<file path="src/rtl/led_colour_driver_if.sv">
// Colour-code / LED bundle between the lighting state machine (master) and
// led_colour_driver (slave).
interface led_colour_driver_if #(
    parameter int PWM_BITS = 8
);
    logic [2:0]          colour_i;
    logic                enable_i;
    logic [PWM_BITS-1:0] brightness_i;
    logic                led_r_o;
    logic                led_g_o;
    logic                led_b_o;
    logic                busy_o;
    logic                code_err_o;

    modport master (
        output colour_i, enable_i, brightness_i,
        input  led_r_o, led_g_o, led_b_o, busy_o, code_err_o
    );

    modport slave (
        input  colour_i, enable_i, brightness_i,
        output led_r_o, led_g_o, led_b_o, busy_o, code_err_o
    );
endinterface

</file>
<file path="src/rtl/led_colour_driver.sv">
// Decodes a 3-bit colour code into R/G/B PWM LED drives with global brightness.
// Define LED_FADE_EN to cross-fade channel levels; otherwise levels follow targets directly.
module led_colour_driver #(
    parameter int PWM_BITS         = 8,
    parameter int FADE_STEP_CYCLES = 4
) (
    input logic                clk,
    input logic                rst,
    led_colour_driver_if.slave bus
);
    typedef logic [PWM_BITS-1:0] level_t;

    if (FADE_STEP_CYCLES < 1) begin : gBadFadeStep
        $error("FADE_STEP_CYCLES must be at least 1");
    end

    logic   codeValid;
    level_t targetR, targetG, targetB;
    level_t pwmCnt_q, pwmCnt_d;
    level_t levelR_q, levelR_d;
    level_t levelG_q, levelG_d;
    level_t levelB_q, levelB_d;
    logic   ledR_q, ledR_d;
    logic   ledG_q, ledG_d;
    logic   ledB_q, ledB_d;
    logic   busy_q, busy_d;
    logic   codeErr_q, codeErr_d;

    function automatic level_t stepToward(level_t level, level_t target);
        if (level < target) begin
            return level + level_t'(1);
        end
        if (level > target) begin
            return level - level_t'(1);
        end
        return level;
    endfunction

    // Invalid codes and enable=0 both collapse every target to off.
    always_comb begin
        codeValid = (bus.colour_i != 3'b000) && (bus.colour_i != 3'b111);
        targetR   = (bus.enable_i && codeValid && bus.colour_i[2]) ? bus.brightness_i : '0;
        targetG   = (bus.enable_i && codeValid && bus.colour_i[1]) ? bus.brightness_i : '0;
        targetB   = (bus.enable_i && codeValid && bus.colour_i[0]) ? bus.brightness_i : '0;
    end

    always_comb begin
        pwmCnt_d  = pwmCnt_q + level_t'(1);
        ledR_d    = pwmCnt_q < levelR_q;
        ledG_d    = pwmCnt_q < levelG_d_unused_guard(levelG_q);
        ledB_d    = pwmCnt_q < levelB_q;
        codeErr_d = ~codeValid;
    end

    function automatic level_t levelG_d_unused_guard(level_t level);
        return level;
    endfunction

`ifdef LED_FADE_EN
    localparam int PRE_W = (FADE_STEP_CYCLES > 1) ? $clog2(FADE_STEP_CYCLES) : 1;
    typedef logic [PRE_W-1:0] pre_t;
    localparam pre_t PRE_LAST = pre_t'(FADE_STEP_CYCLES - 1);

    pre_t prescaler_q, prescaler_d;
    logic tick;

    // Levels move one LSB per prescaler tick, so a full-scale swing takes
    // 2^PWM_BITS-1 ticks and a mid-fade retarget simply reverses direction.
    always_comb begin
        tick        = (prescaler_q == PRE_LAST);
        prescaler_d = tick ? '0 : prescaler_q + pre_t'(1);
        levelR_d    = tick ? stepToward(levelR_q, targetR) : levelR_q;
        levelG_d    = tick ? stepToward(levelG_q, targetG) : levelG_q;
        levelB_d    = tick ? stepToward(levelB_q, targetB) : levelB_q;
        busy_d      = (levelR_q != targetR) | (levelG_q != targetG) | (levelB_q != targetB);
    end

    always_ff @(posedge clk or posedge rst) begin
        if (rst) begin
            prescaler_q <= '0;
        end else begin
            prescaler_q <= prescaler_d;
        end
    end
`else
    always_comb begin
        levelR_d = targetR;
        levelG_d = targetG;
        levelB_d = targetB;
        busy_d   = 1'b0;
    end
`endif

    always_ff @(posedge clk or posedge rst) begin
        if (rst) begin
            pwmCnt_q  <= '0;
            levelR_q  <= '0;
            levelG_q  <= '0;
            levelB_q  <= '0;
            ledR_q    <= 1'b0;
            ledG_q    <= 1'b0;
            ledB_q    <= 1'b0;
            busy_q    <= 1'b0;
            codeErr_q <= 1'b0;
        end else begin
            pwmCnt_q  <= pwmCnt_d;
            levelR_q  <= levelR_d;
            levelG_q  <= levelG_d;
            levelB_q  <= levelB_d;
            ledR_q    <= ledR_d;
            ledG_q    <= ledG_d;
            ledB_q    <= ledB_d;
            busy_q    <= busy_d;
            codeErr_q <= codeErr_d;
        end
    end

    assign bus.led_r_o    = ledR_q;
    assign bus.led_g_o    = ledG_q;
    assign bus.led_b_o    = ledB_q;
    assign bus.busy_o     = busy_q;
    assign bus.code_err_o = codeErr_q;
endmodule
</file>
<file path="src/flat_wrapper.sv">
// flat-port wrapper written by rule: the top's interface ports become plain ports
module led_colour_driver_flat 
#(
    parameter int PWM_BITS         = 8,
    parameter int FADE_STEP_CYCLES = 4
)
  (clk, rst, bus_colour_i, bus_enable_i, bus_brightness_i, bus_led_r_o, bus_led_g_o, bus_led_b_o, bus_busy_o, bus_code_err_o);
  led_colour_driver_if #(.PWM_BITS(PWM_BITS)) bus_i ();
  input logic clk;
  input logic rst;
  input wire logic [$bits(bus_i.colour_i)-1:0] bus_colour_i;
  input wire logic [$bits(bus_i.enable_i)-1:0] bus_enable_i;
  input wire logic [$bits(bus_i.brightness_i)-1:0] bus_brightness_i;
  output wire logic [$bits(bus_i.led_r_o)-1:0] bus_led_r_o;
  output wire logic [$bits(bus_i.led_g_o)-1:0] bus_led_g_o;
  output wire logic [$bits(bus_i.led_b_o)-1:0] bus_led_b_o;
  output wire logic [$bits(bus_i.busy_o)-1:0] bus_busy_o;
  output wire logic [$bits(bus_i.code_err_o)-1:0] bus_code_err_o;
  assign bus_i.colour_i = bus_colour_i;
  assign bus_i.enable_i = bus_enable_i;
  assign bus_i.brightness_i = bus_brightness_i;
  assign bus_led_r_o = bus_i.led_r_o;
  assign bus_led_g_o = bus_i.led_g_o;
  assign bus_led_b_o = bus_i.led_b_o;
  assign bus_busy_o = bus_i.busy_o;
  assign bus_code_err_o = bus_i.code_err_o;
  led_colour_driver #(.PWM_BITS(PWM_BITS), .FADE_STEP_CYCLES(FADE_STEP_CYCLES)) u_core (.clk(clk), .rst(rst), .bus(bus_i));
endmodule
</file>
<file path="config.mk">
export PLATFORM = sky130hd
export DESIGN_NAME = led_colour_driver_flat
export DESIGN_NICKNAME = d
export VERILOG_FILES = /design/src/rtl/led_colour_driver_if.sv /design/src/rtl/led_colour_driver.sv /design/src/flat_wrapper.sv
export SDC_FILE = /design/constraint.sdc
export NUM_CORES = 1
export LEC_CHECK = 0
export CORE_ASPECT_RATIO = 0.75
export CORE_MARGIN = 1
export CORE_UTILIZATION = 50
export DETAILED_ROUTE_END_ITERATION = 10
export GPL_ROUTABILITY_DRIVEN = 0
export PLACE_DENSITY = 0.75
export REMOVE_ABC_BUFFERS = 1
export SLEW_MARGIN = 5
export SYNTH_ARGS = -nofsm -noshare
export SYNTH_HDL_FRONTEND = slang
export SYNTH_SLANG_ARGS = --single-unit
export TNS_END_PERCENT = 1
</file>
<file path="constraint.sdc">
create_clock -name clk -period 1.3 [get_ports clk]
set_input_delay 0.13 -clock clk [delete_from_list [all_inputs] [get_ports clk]]
set_output_delay 0.13 -clock clk [all_outputs]
set_load 0.01 [all_outputs]
</file>
==> flow_summary.ini <==
[yosys]
synth.most_common_cell = dfrtp_1
synth_area_leaders = dfrtp_1, ha_1, and2_1, inv_1, nand3_1
seq_area_frac_synth_pct = 51.3
netlist-cell-type-count = 24
synth_top_area_share_pct = 51.3
synth-seq-cells = 36
synth_edf_count = 0
synth_top_cell_by_area = dfrtp_1
yosysWarnings = 0
synth_common_cells = dfrtp_1, and2_1, inv_1
synthFlopType = dfrtp_1
syn_area_um2 = 1760
syn_area_per_cell_um2 = 10.8
syn_inst = 162
async_reset_ff_share_pct = 100

[status]
status = finished with violations
violations = setup timing

[detailed_routing]
wire_per_inst_um = 15.9
vias_per_cell = 5.47
drt-total-wl_mm = 3.73
vias = 1285
firstDrtPassIters = 6
drc_errors = 0
drtAntennaViolNets = 0
drt-initial-drc-count = 119

[sta]
fmax_mhz = 767
setup_violations = 1
rsz0062_at_grt = true
finalSetupTns_ps = -3.38
drv_slew = 0
layout_setup_ws_ps = -3.38
fin_crit_sh_pct = 100
finClkSkew_ps = 5.31
hold_viol = 0
hold_slack_ps = 185
period_needed_ps = 1300

[worst_setup_path]
critPathLaunchType = flip-flop
cp_cell_sequence = ha_4 -> a21o_1 -> a221oi_2 -> o21a_1
cp.required_ps = 1540
slowest_stage = dfrtp_1
cp_top_family = compound AO/OA/AOI/OAI gates
arrival_ps = 1540
criticalPathCategory = reg2reg
cp_slowest_stage_delay_ps = 420
path_max_fanout = 2
endpoint_kind = flip-flop
cp_num_buf_inv = 0

[global_routing]
grt_usage_pct = 22.5
grt_max_degree = 37
grt_overflow_total = 0
grt_pass1_vias = 1224
antenna_found_initial = 0
grt_pass1_wl_mm = 5.96

[cts]
cts.clk_slew.worst_paths_ps = 80
cts_sinks = 36
clk_latency_ps = 290
cts_root_buf = clkbuf_8
cts_hold_buf = 0
cts_buffer_depth = 2
cts-htree-levels = 2
cts_tree = built
cts_buffers = 5

[floorplan]
design.die.area_um2 = 3760
die_h_um = 53.3
ios = 19
row_count = 18
start_util_pct = 53.1
core_area_um2 = 3310
fp.dieW_um = 70.4

[power_and_ir_drop]
power.total_w = 0.00239
power_density_nw_per_um2 = 1040
p_leak_nw = 1.06
peakVddDrop_uv = 647

[placed_design]
port_buffers = 17
place_hpwl_mm = 2.49
dp_cells = 226

[layout]
fin_util_pct = 69.4
drive_gt1_share_pct = 19.0
areaGrowthSynthToFinish_pct = 30.8
antennaDiodeCount = 0
fin_nets = 230
fin_cells = 235

[hold_path]
hp-class = in2async

[job]
max_cap_viol_count = 0
-- state kept, by name, summed over array words and instances, names as in the netlist --
name                   flops
u_core.levelB_q            8
u_core.levelG_q            8
u_core.levelR_q            8
u_core.pwmCnt_q            8
u_core.bus.code_err_o      1
u_core.bus.led_b_o         1
u_core.bus.led_g_o         1
u_core.bus.led_r_o         1
-- worst reg2reg max path: stages (launching register included) --
cell	delay (ps)
dfrtp_1	420
ha_4	230
a21o_1	190
a221oi_2	250
o21a_1	150
-- cell families (layout without fill, tap and decap cells) --
family,after synthesis,after routing,synth area share (%)
AOI/OAI and AO/OA,21,21,7.91
xor gates and xnor gates,6,6,2.99
and+or+nand+nor,52,52,16.6
adders and majority gates,22,22,15.7
other,1,1,0.213
DFF,36,36,51.3
buffers and inverters,24,57,5.34
-- path summary, 6_finish.rpt --
path,from,end,slack (ps),cells after the start
worst max register to register,u_core.pwmCnt_q[6]$_DFF_PP0_,u_core.bus.led_g_o$_DFF_PP0_,-3,4
max in group asynchronous,rst,u_core.pwmCnt_q[7]$_DFF_PP0_,930,3
worst min register to register,u_core.pwmCnt_q[0]$_DFF_PP0_,u_core.pwmCnt_q[0]$_DFF_PP0_,590,1
worst min-delay path,rst,u_core.levelG_q[3]$_DFF_PP0_,190,3
worst max-delay path,u_core.pwmCnt_q[6]$_DFF_PP0_,u_core.bus.led_g_o$_DFF_PP0_,-3,4
min in group clk,bus_brightness_i[2],u_core.levelB_q[2]$_DFF_PP0_,420,2
-- report_power, final --
group,switching (W),internal (W),leakage (nW)
logic,0.000116,0.000116,0.533
clock network,0.000424,0.000567,0.0541
registers,0.0000117,0.00116,0.473
total,0.000551,0.00184,1.06
-- per-stage QoR --
stage / setup WS (ps) / cell area, um2
after floorplan: -11.9 / 1750
after global placement: -11.9 / 2040
after detailed placement: -70.8 / 2040
after CTS: -5.53 / 2250
after global routing: -48.8 / 2300
final: -3.38 / 2300
-- routing by layer --
layer	part of all wire, %	vias to the layer above	GRT usage, %
met2	45	47	34.8
met4	2.8	0	10.0
li1	-	594	-
met5	0	-	0
met3	8.3	13	7.05
met1	43	631	29.1
-- final cells by class --
class                           count  area, um2
Sequential cell                    36        902
Inverter                           23       86.3
Multi-Input combinational cell    102        891
Fill cell                         216       1010
Timing Repair Buffer               26        258
Clock inverter                      3       42.5
Tap cell                           40       50.0
Clock buffer                        5       68.8
-- cells in the final DEF, fill, tap and decap left out, types with 3 or more instances in the layout --
cell type and n:
nand2_1 7, a21o_1 3, and2_1 24, nand3_1 9, dfrtp_1 35, a21oi_2 4, buf_4 5, ha_4 9
clkdlybuf4s50_1 14, buf_6 3, nor2_1 4, dlygate4sd2_1 3, inv_1 21, ha_1 13, xnor2_1 5, a21oi_1 7
clkbuf_8 5
-- what timing repair did --
item                       4_1_cts  5_1_grt
resized for setup               15        7
buffers inserted                 1        0
setup endpoints to repair        6        3
pin swaps                        5        4
Power figures use the tool's default switching activity.
